$ cat config.mk
export PLATFORM = sky130hd
export DESIGN_NAME = dmem_arbiter
export DESIGN_NICKNAME = d
export VERILOG_FILES = /design/src/rtl/dmem_arbiter.sv
export SDC_FILE = /design/constraint.sdc
export NUM_CORES = 1
export LEC_CHECK = 0
export ABC_CLOCK_PERIOD_IN_PS = 4900
export CAP_MARGIN = 10
export CORE_MARGIN = 4
export CORE_UTILIZATION = 31
export DETAILED_ROUTE_END_ITERATION = 16
export GPL_TIMING_DRIVEN = 1
export HOLD_SLACK_MARGIN = 0.03
export PLACE_DENSITY = 0.84
export SYNTH_ARGS = -nofsm -noshare
export SYNTH_HDL_FRONTEND = slang
export SYNTH_SLANG_ARGS = --single-unit
export TNS_END_PERCENT = 1
$ cat constraint.sdc
create_clock -name clk -period 4.9 [get_ports clk]
set_clock_uncertainty 0.1 [all_clocks]
set_input_delay 1.47 -clock clk [delete_from_list [all_inputs] [get_ports clk]]
set_output_delay 1.47 -clock clk [all_outputs]
set_load 0.02 [all_outputs]
$ cat src/rtl/dmem_arbiter.sv
// dmem_arbiter: shares the single-port data memory between the CPU MEM stage
// and an external host (loader/debug). The CPU has fixed priority; a waiting
// host that reaches MAX_WAIT cycles gets a forced one-cycle CPU stall.
// Optional statistics counters are built when DMEM_ARB_STATS_EN is defined;
// otherwise the counter ports read 0 and no counter flops exist.
module dmem_arbiter #(
  parameter int ADDR_W   = 8,
  parameter int DATA_W   = 8,
  parameter int MAX_WAIT = 4,
  parameter int CNT_W    = 16
) (
  input  logic              clk,
  input  logic              reset,
  input  logic              cpu_mem_read,
  input  logic              cpu_mem_write,
  input  logic [ADDR_W-1:0] cpu_addr,
  input  logic [DATA_W-1:0] cpu_wdata,
  output logic [DATA_W-1:0] cpu_rdata,
  output logic              cpu_stall,
  input  logic              host_valid,
  input  logic              host_we,
  input  logic [ADDR_W-1:0] host_addr,
  input  logic [DATA_W-1:0] host_wdata,
  output logic              host_ready,
  output logic              host_rvalid,
  output logic [DATA_W-1:0] host_rdata,
  output logic              mem_read,
  output logic              mem_write,
  output logic [ADDR_W-1:0] mem_addr,
  output logic [DATA_W-1:0] mem_wdata,
  input  logic [DATA_W-1:0] mem_rdata,
  output logic [CNT_W-1:0]  cpu_grant_cnt,
  output logic [CNT_W-1:0]  host_grant_cnt,
  output logic [CNT_W-1:0]  starve_cnt
);

  localparam int WCNT_W = $clog2(MAX_WAIT + 1);
  localparam logic [WCNT_W-1:0] WAIT_MAX = WCNT_W'(MAX_WAIT);

  typedef enum logic {NORMAL = 1'b0, FORCE = 1'b1} state_t;

  state_t              state_r;
  logic [WCNT_W-1:0]   wcnt_r;
  logic                cpuStall_r;
  logic                hostRvalid_r;
  logic [DATA_W-1:0]   hostRdata_r;

  logic                cpuReq_s;
  logic                cpuGrant_s;
  logic                hostReady_s;
  logic                handshake_s;
  logic [WCNT_W-1:0]   wcntNext_s;
  logic                goForce_s;

  // Grant decision, host handshake and next value of the host wait counter
  always_comb begin
    cpuReq_s    = cpu_mem_read | cpu_mem_write;
    cpuGrant_s  = 1'b0;
    hostReady_s = 1'b0;
    case (state_r)
      NORMAL: begin
        cpuGrant_s  = cpuReq_s;
        hostReady_s = host_valid & ~cpuReq_s;
      end
      FORCE: begin
        cpuGrant_s  = 1'b0;
        hostReady_s = host_valid;
      end
      default: begin
        cpuGrant_s  = 1'b0;
        hostReady_s = 1'b0;
      end
    endcase
    handshake_s = host_valid & hostReady_s;
    if (!host_valid || handshake_s) begin
      wcntNext_s = '0;
    end else if (wcnt_r < WAIT_MAX) begin
      wcntNext_s = wcnt_r + WCNT_W'(1);
    end else begin
      wcntNext_s = WAIT_MAX;
    end
    goForce_s = (state_r == NORMAL) && (wcntNext_s == WAIT_MAX) && !handshake_s;
  end

  // Memory port mux driven from the current owner; idle bus is all zeros
  always_comb begin
    mem_read  = 1'b0;
    mem_write = 1'b0;
    mem_addr  = '0;
    mem_wdata = '0;
    if (cpuGrant_s) begin
      mem_read  = cpu_mem_read & ~cpu_mem_write;
      mem_write = cpu_mem_write;
      mem_addr  = cpu_addr;
      mem_wdata = cpu_wdata;
    end else if (handshake_s) begin
      mem_read  = ~host_we;
      mem_write = host_we;
      mem_addr  = host_addr;
      mem_wdata = host_wdata;
    end else begin
      mem_read  = 1'b0;
      mem_write = 1'b0;
      mem_addr  = '0;
      mem_wdata = '0;
    end
  end

  // Arbitration FSM with registered stall, wait counter and host read return
  always_ff @(posedge clk or negedge reset) begin
    if (!reset) begin
      state_r      <= NORMAL;
      cpuStall_r   <= 1'b0;
      wcnt_r       <= '0;
      hostRvalid_r <= 1'b0;
      hostRdata_r  <= '0;
    end else begin
      wcnt_r       <= wcntNext_s;
      hostRvalid_r <= handshake_s & ~host_we;
      if (handshake_s && !host_we) begin
        hostRdata_r <= mem_rdata;
      end
      case (state_r)
        NORMAL: begin
          if (goForce_s) begin
            state_r    <= FORCE;
            cpuStall_r <= 1'b1;
          end else begin
            state_r    <= NORMAL;
            cpuStall_r <= 1'b0;
          end
        end
        FORCE: begin
          state_r    <= NORMAL;
          cpuStall_r <= 1'b0;
        end
        default: begin
          state_r    <= NORMAL;
          cpuStall_r <= 1'b0;
        end
      endcase
    end
  end

  assign cpu_rdata   = mem_rdata;
  assign host_ready  = hostReady_s;
  assign cpu_stall   = cpuStall_r;
  assign host_rvalid = hostRvalid_r;
  assign host_rdata  = hostRdata_r;

`ifdef DMEM_ARB_STATS_EN
  logic [CNT_W-1:0] cpuCnt_r;
  logic [CNT_W-1:0] hostCnt_r;
  logic [CNT_W-1:0] starveCnt_r;

  function automatic logic [CNT_W-1:0] satInc(input logic [CNT_W-1:0] v, input logic en);
    if (en && (v != {CNT_W{1'b1}})) begin
      satInc = v + CNT_W'(1);
    end else begin
      satInc = v;
    end
  endfunction

  // Saturating usage statistics: CPU accesses, host handshakes, forced stalls
  always_ff @(posedge clk or negedge reset) begin
    if (!reset) begin
      cpuCnt_r    <= '0;
      hostCnt_r   <= '0;
      starveCnt_r <= '0;
    end else begin
      cpuCnt_r    <= satInc(cpuCnt_r, cpuGrant_s);
      hostCnt_r   <= satInc(hostCnt_r, handshake_s);
      starveCnt_r <= satInc(starveCnt_r, goForce_s);
    end
  end

  assign cpu_grant_cnt  = cpuCnt_r;
  assign host_grant_cnt = hostCnt_r;
  assign starve_cnt     = starveCnt_r;
`else
  assign cpu_grant_cnt  = '0;
  assign host_grant_cnt = '0;
  assign starve_cnt     = '0;
`endif

endmodule
==> out/metrics.cfg, run 1 <==
[outcome]
status=completed

[clock_tree]
clk_pin_slew_ns=0.05
clock_path_buffers=2
worst_skew_pair.late_latency_ns=0.23
cts_setup_buffers=0
htreeDepth=1
cts_buffers=3
cts_sinks=13
cts.repair.resized=0
holdBufCountCts=0
cts-root-buf=clkbuf_8
cts_tree=done

[logic_synthesis]
synth_area_leaders=buf_4 34%, dfrtp_1 27%, nand2_1 10%, mux2_4 9.8%, o21ai_0 7.0%
synth_area_per_cell_um2=8.03
async_reset_ff_share_pct=100
yosysMostFrequentCell=buf_4
ys_ff_latch=13
yosys-top-cells-count=56 x buf_4, 33 x nand2_1, 17 x o21ai_0, 13 x dfrtp_1, 8 x mux2_4
synthFlopType=dfrtp_1
synth_top_area_share_pct=34.5
syn_area_um2=1220
synth-edff-count=0
ys_types=19
yosys_warnings=0
netlist_instances=152
seq_area_frac_synth_pct=26.7
synth_top_cell_by_area=buf_4

[setup_path]
cp_common_cell=clkdlybuf4s50_1
arrival_ns=3.17
path_cells=clkdlybuf4s50_1 > o21ba_2 > buf_12 > o21ai_0 > clkdlybuf4s50_1
crit_path_max_fanout=35
crit_buf_inv=3
cp-start-kind=primary input
cp-end-kind=primary output
max_stage_delay_ns=0.66
crit_path_top_delay_cell=clkdlybuf4s50_1
required_ns=3.33
path_class=primary input to primary output
cp_top_family=buffers and inverters
regToRegSetupSlack_ns=3.01

[timing]
worst_pin_slew_ns=0.544
rsz0062_at_grt=no
timing.fmax_mhz=211
report.final.slew_viol_count=0
setup_tns_ns=0
min_period_ns=4.74
finalHoldViolations=0
setup-violations-final=0
finalHoldWorstSlack_ns=0.368
post-route-period-util_pct=96.7
slew_headroom_pct=63.6
setup_ws_ns=0.163

[floorplanning]
core_region_area_um2=3740
fp.dieArea_um2=5000
num_rows=22
die_w_um=70.7
die_h_um=70.7
start_util_pct=32.6
ios=131

[global_routing]
antenna_found_initial=0
grt_use_total_pct=10.9
grt_pass1_vias=941
grt_pass1_wl_um=4480
grt_max_degree=36
grt.overflow.total=0

[layout]
multi_input_area_um2=598
area_delta_synth_final_pct=55.4
final_layout_size_suffix_gt1_share_pct=6.67
nets=273
fill_cells=385
antenna_cells=0
layout.cells.non_filler=273
seq_area_um2=325

[route]
routed-wl-met2_um=1680
totalWireLength_um=3070
routedWlPerCell_um=11.2
wl_met3_um=230
routed.top_layer=met4
dr.pass1.iters=4
drt-initial-drc-count=7
met1_length_um=1110
postRouteAntennaNets=0
via_per_inst=3.73
vias=1019
drc_errors=0

[power]
ir_drop_uv=228
p_per_area_nw_per_um2=240
leakagePower_uw=0.000915

[placed_design]
place_inst=269
place_ws_ns=0.160
io_buffers=82
gp_congestion=0.717
dp_hpwl_um=2640

[flow_run]
maxCapViolCount=0

[hold_path]
min_path_type=flip-flop to flip-flop

[cells in the final DEF (no fill, tap or decap), types with 2 or more instances in the layout]
cell,synthesis,routed
buf_4,56,2
clkbuf_8,0,3
clkdlybuf4s50_1,0,82
conb_1,1,48
dfrtp_1,13,13
inv_1,3,3
mux2_4,8,8
nand2_1,33,33
nand2b_1,2,2
nor2_1,3,3
nor3_1,2,2
o21ai_0,17,17
[layer usage]
metal  track usage, %  vias to the layer above
met2             19.8                       54
met4             3.13                        0
met5                0                        -
met3             2.13                        6
li1                 -                      524
met1             13.0                      435
[state kept, by name (all words and copies together) (netlist names)]
name	flops
host_rvalid	1
host_rdata	8
wcnt_r	3
cpu_stall	1
[logic make-up after synthesis]
| logic type | share of synthesized area [%] |
|---|---|
| compound gates | 9.03 |
| fa+ha+maj | 1.03 |
| buf+inv | 38.8 |
| flops | 26.7 |
| mux | 9.85 |
| other cells | 0.307 |
| simple gates | 14.4 |
[cell type report]
class                      count  area share (%)
clock buffer                   4            2.38
inverter                       3           0.594
multi-input combinational    120            31.6
sequential                    13            17.2
tap                           48            3.17
timing repair buffer          85            45.1
[report_power, final]
part           leakage [uW]  internal, uW  switching, uW
clock             0.0000228          57.2           34.1
sequential         0.000164           125           9.29
combinational      0.000728           114            116
total              0.000915           296            159
[worst paths after layout]
| check | from | cells past startpoint | to |
|---|---|---|---|
| hold / removal | wcnt_r[0] | 1 | wcnt_r[0] |
| setup / recovery | cpu_mem_read | 5 | mem_addr[0] |
| hold reg to reg | wcnt_r[0] | 1 | wcnt_r[0] |
| max in group asynchronous | reset | 1 | host_rdata[1] |
| min in group asynchronous | reset | 1 | cpu_stall |
| setup reg to reg | cpu_stall | 4 | host_rdata[6] |
[per-stage QoR]
| stage | power (uW) | cell area, um^2 | util [%] |
|---|---|---|---|
| 2_1_floorplan | 289 | 1400 | - |
| 3_3_place_gp | 364 | 1850 | 49.4 |
| 3_5_place_dp | 366 | 1850 | 49.4 |
| 4_1_cts | 461 | 1900 | 50.6 |
| 5_1_grt | 482 | 1900 | 50.6 |
| 6_report | 455 | 1900 | 50.6 |
Note: power is estimated with default switching activity, not from simulation.
==> run 2: changes to the inputs <==
Settings changed: CORE_MARGIN 4 to unset, PLACE_DENSITY 0.84 to unset, PLACE_DENSITY_LB_ADDON set to 0.08.
==> run 2 against run 1 <==
  * Register-to-register slack lost 0.02 ns
  * Global-route usage grew 2.6 points
  * Fmax shrank 0.51%
  * Largest cell class unchanged
==> out/metrics.cfg, run 2 (synthesized netlist as in run 1, its figures left out) <==
[outcome]
status=completed

[global_routing]
grt_pass1_vias=1002
grt_max_degree=36
grt_pass1_wl_um=4460
antenna_found_initial=0
grt.overflow.total=0
grt_use_total_pct=13.5

[floorplanning]
ios=131
num_rows=22
die_w_um=64.7
start_util_pct=32.8
fp.dieArea_um2=4190
core_region_area_um2=3720
die_h_um=64.7

[placed_design]
place_ws_ns=0.129
dp_hpwl_um=2360
gp_congestion=0.678
io_buffers=82

[layout]
largest_reg_flops=8
fin_util_pct=50.8
final_layout_size_suffix_gt1_share_pct=6.25
layout_common_cells=82 x clkdlybuf4s50_1, 48 x conb_1, 33 x nand2_1
antenna_cells=0
nets=272
area_delta_synth_final_pct=54.8
final_common_cell=clkdlybuf4s50_1

[clock_tree]
cts-root-buf=clkbuf_8
cts_tree=done
cts_setup_buffers=0
clock_path_buffers=2
htreeDepth=1
cts_buffers=3
cts.repair.resized=0
worst_skew_pair.late_latency_ns=0.23
clk_pin_slew_ns=0.05
holdBufCountCts=0
cts_sinks=13

[power]
ir_drop_uv=229
pwr-share-clk_pct=20.0
p_seq_share_pct=29.8
leakagePower_uw=0.000910
internal_power_uw=296
power_uw=453
p_per_area_nw_per_um2=240
power.switching_uw=157
swShare_pct=34.7
p_comb_share_pct=50.2

[setup_path]
cp-end-kind=primary output
critPathLaunch=cpu_mem_read
path_class=primary input to primary output
cp-start-kind=primary input
crit_path_max_fanout=35
cp_common_cell=clkdlybuf4s50_1
required_ns=3.33
r2r-start=cpu_stall
crit_path_top_delay_cell=clkdlybuf4s50_1
path_cells=clkdlybuf4s50_1 > o21ba_2 > buf_12 > o21ai_0 > clkdlybuf4s50_1
max_stage_delay_ns=0.65
arrival_ns=3.19

[route]
totalWireLength_um=2930
dr.pass1.iters=2
vias=1061
drc_errors=0
postRouteAntennaNets=0
drt-initial-drc-count=43
routedWlPerCell_um=10.8
via_per_inst=3.90

[timing]
report.final.slew_viol_count=0
setup_ws_ns=0.139
slew_headroom_pct=61.6
finalHoldWorstSlack_ns=0.388
post-route-period-util_pct=97.2
setup-violations-final=0
rsz0062_at_grt=no
worst_pin_slew_ns=0.577
finalHoldViolations=0
min_period_ns=4.76
setup_tns_ns=0
timing.fmax_mhz=210

[hold_path]
min_path_type=flip-flop to flip-flop
min_from=wcnt_r[0]

[flow_run]
maxCapViolCount=0

## run 2: final cells by class
class                   instances  area [um^2]
clock buffers                   4         45.0
multi-input cells             120          598
well taps                      48         60.1
repair buffers                 84          848
flip-flops and latches         13          325
fillers                       364         1830
inverters                       3         11.3
## run 2: worst paths after layout
check | end | slack [ns] | depth (start not counted)
max in group asynchronous | host_rdata[2] | 2.82 | 1
hold / removal | wcnt_r[0] | 0.39 | 1
min in group asynchronous | host_rdata[5] | 1.50 | 1
setup / recovery | mem_wdata[6] | 0.14 | 5
setup reg to reg | host_rdata[2] | 2.99 | 4
hold reg to reg | wcnt_r[0] | 0.39 | 1
## run 2: critical path, delay by kind of cell
| kind | cells | cell delay [ns] |
|---|---|---|
| buffers and inverters | 3 | 1.23 |
| AOI/OAI and AO/OA | 2 | 0.48 |
## run 2: per-stage QoR
step | cells | area (um^2)
floorplan | 199 | 1400
CTS | 272 | 1890
finish | 272 | 1890
detailed placement | 268 | 1840
global route | 272 | 1890
global placement | 268 | 1840
## run 2: power groups by stage
stage	Combinational, uW	Sequential [uW]	Clock [uW]
final	227	135	90.6
after global routing	243	137	101
after CTS	229	135	95.5
after detailed placement	229	136	0
after global placement	227	136	0
after floorplan	133	155	0
## run 2: layer usage
layer	GRT usage, %	vias to the layer above	part of all wire [%]
met5	0	-	0
met4	3.33	0	0.85
met3	3.17	4	9.5
met2	23.8	66	47
met1	16.4	471	42
li1	-	520	-
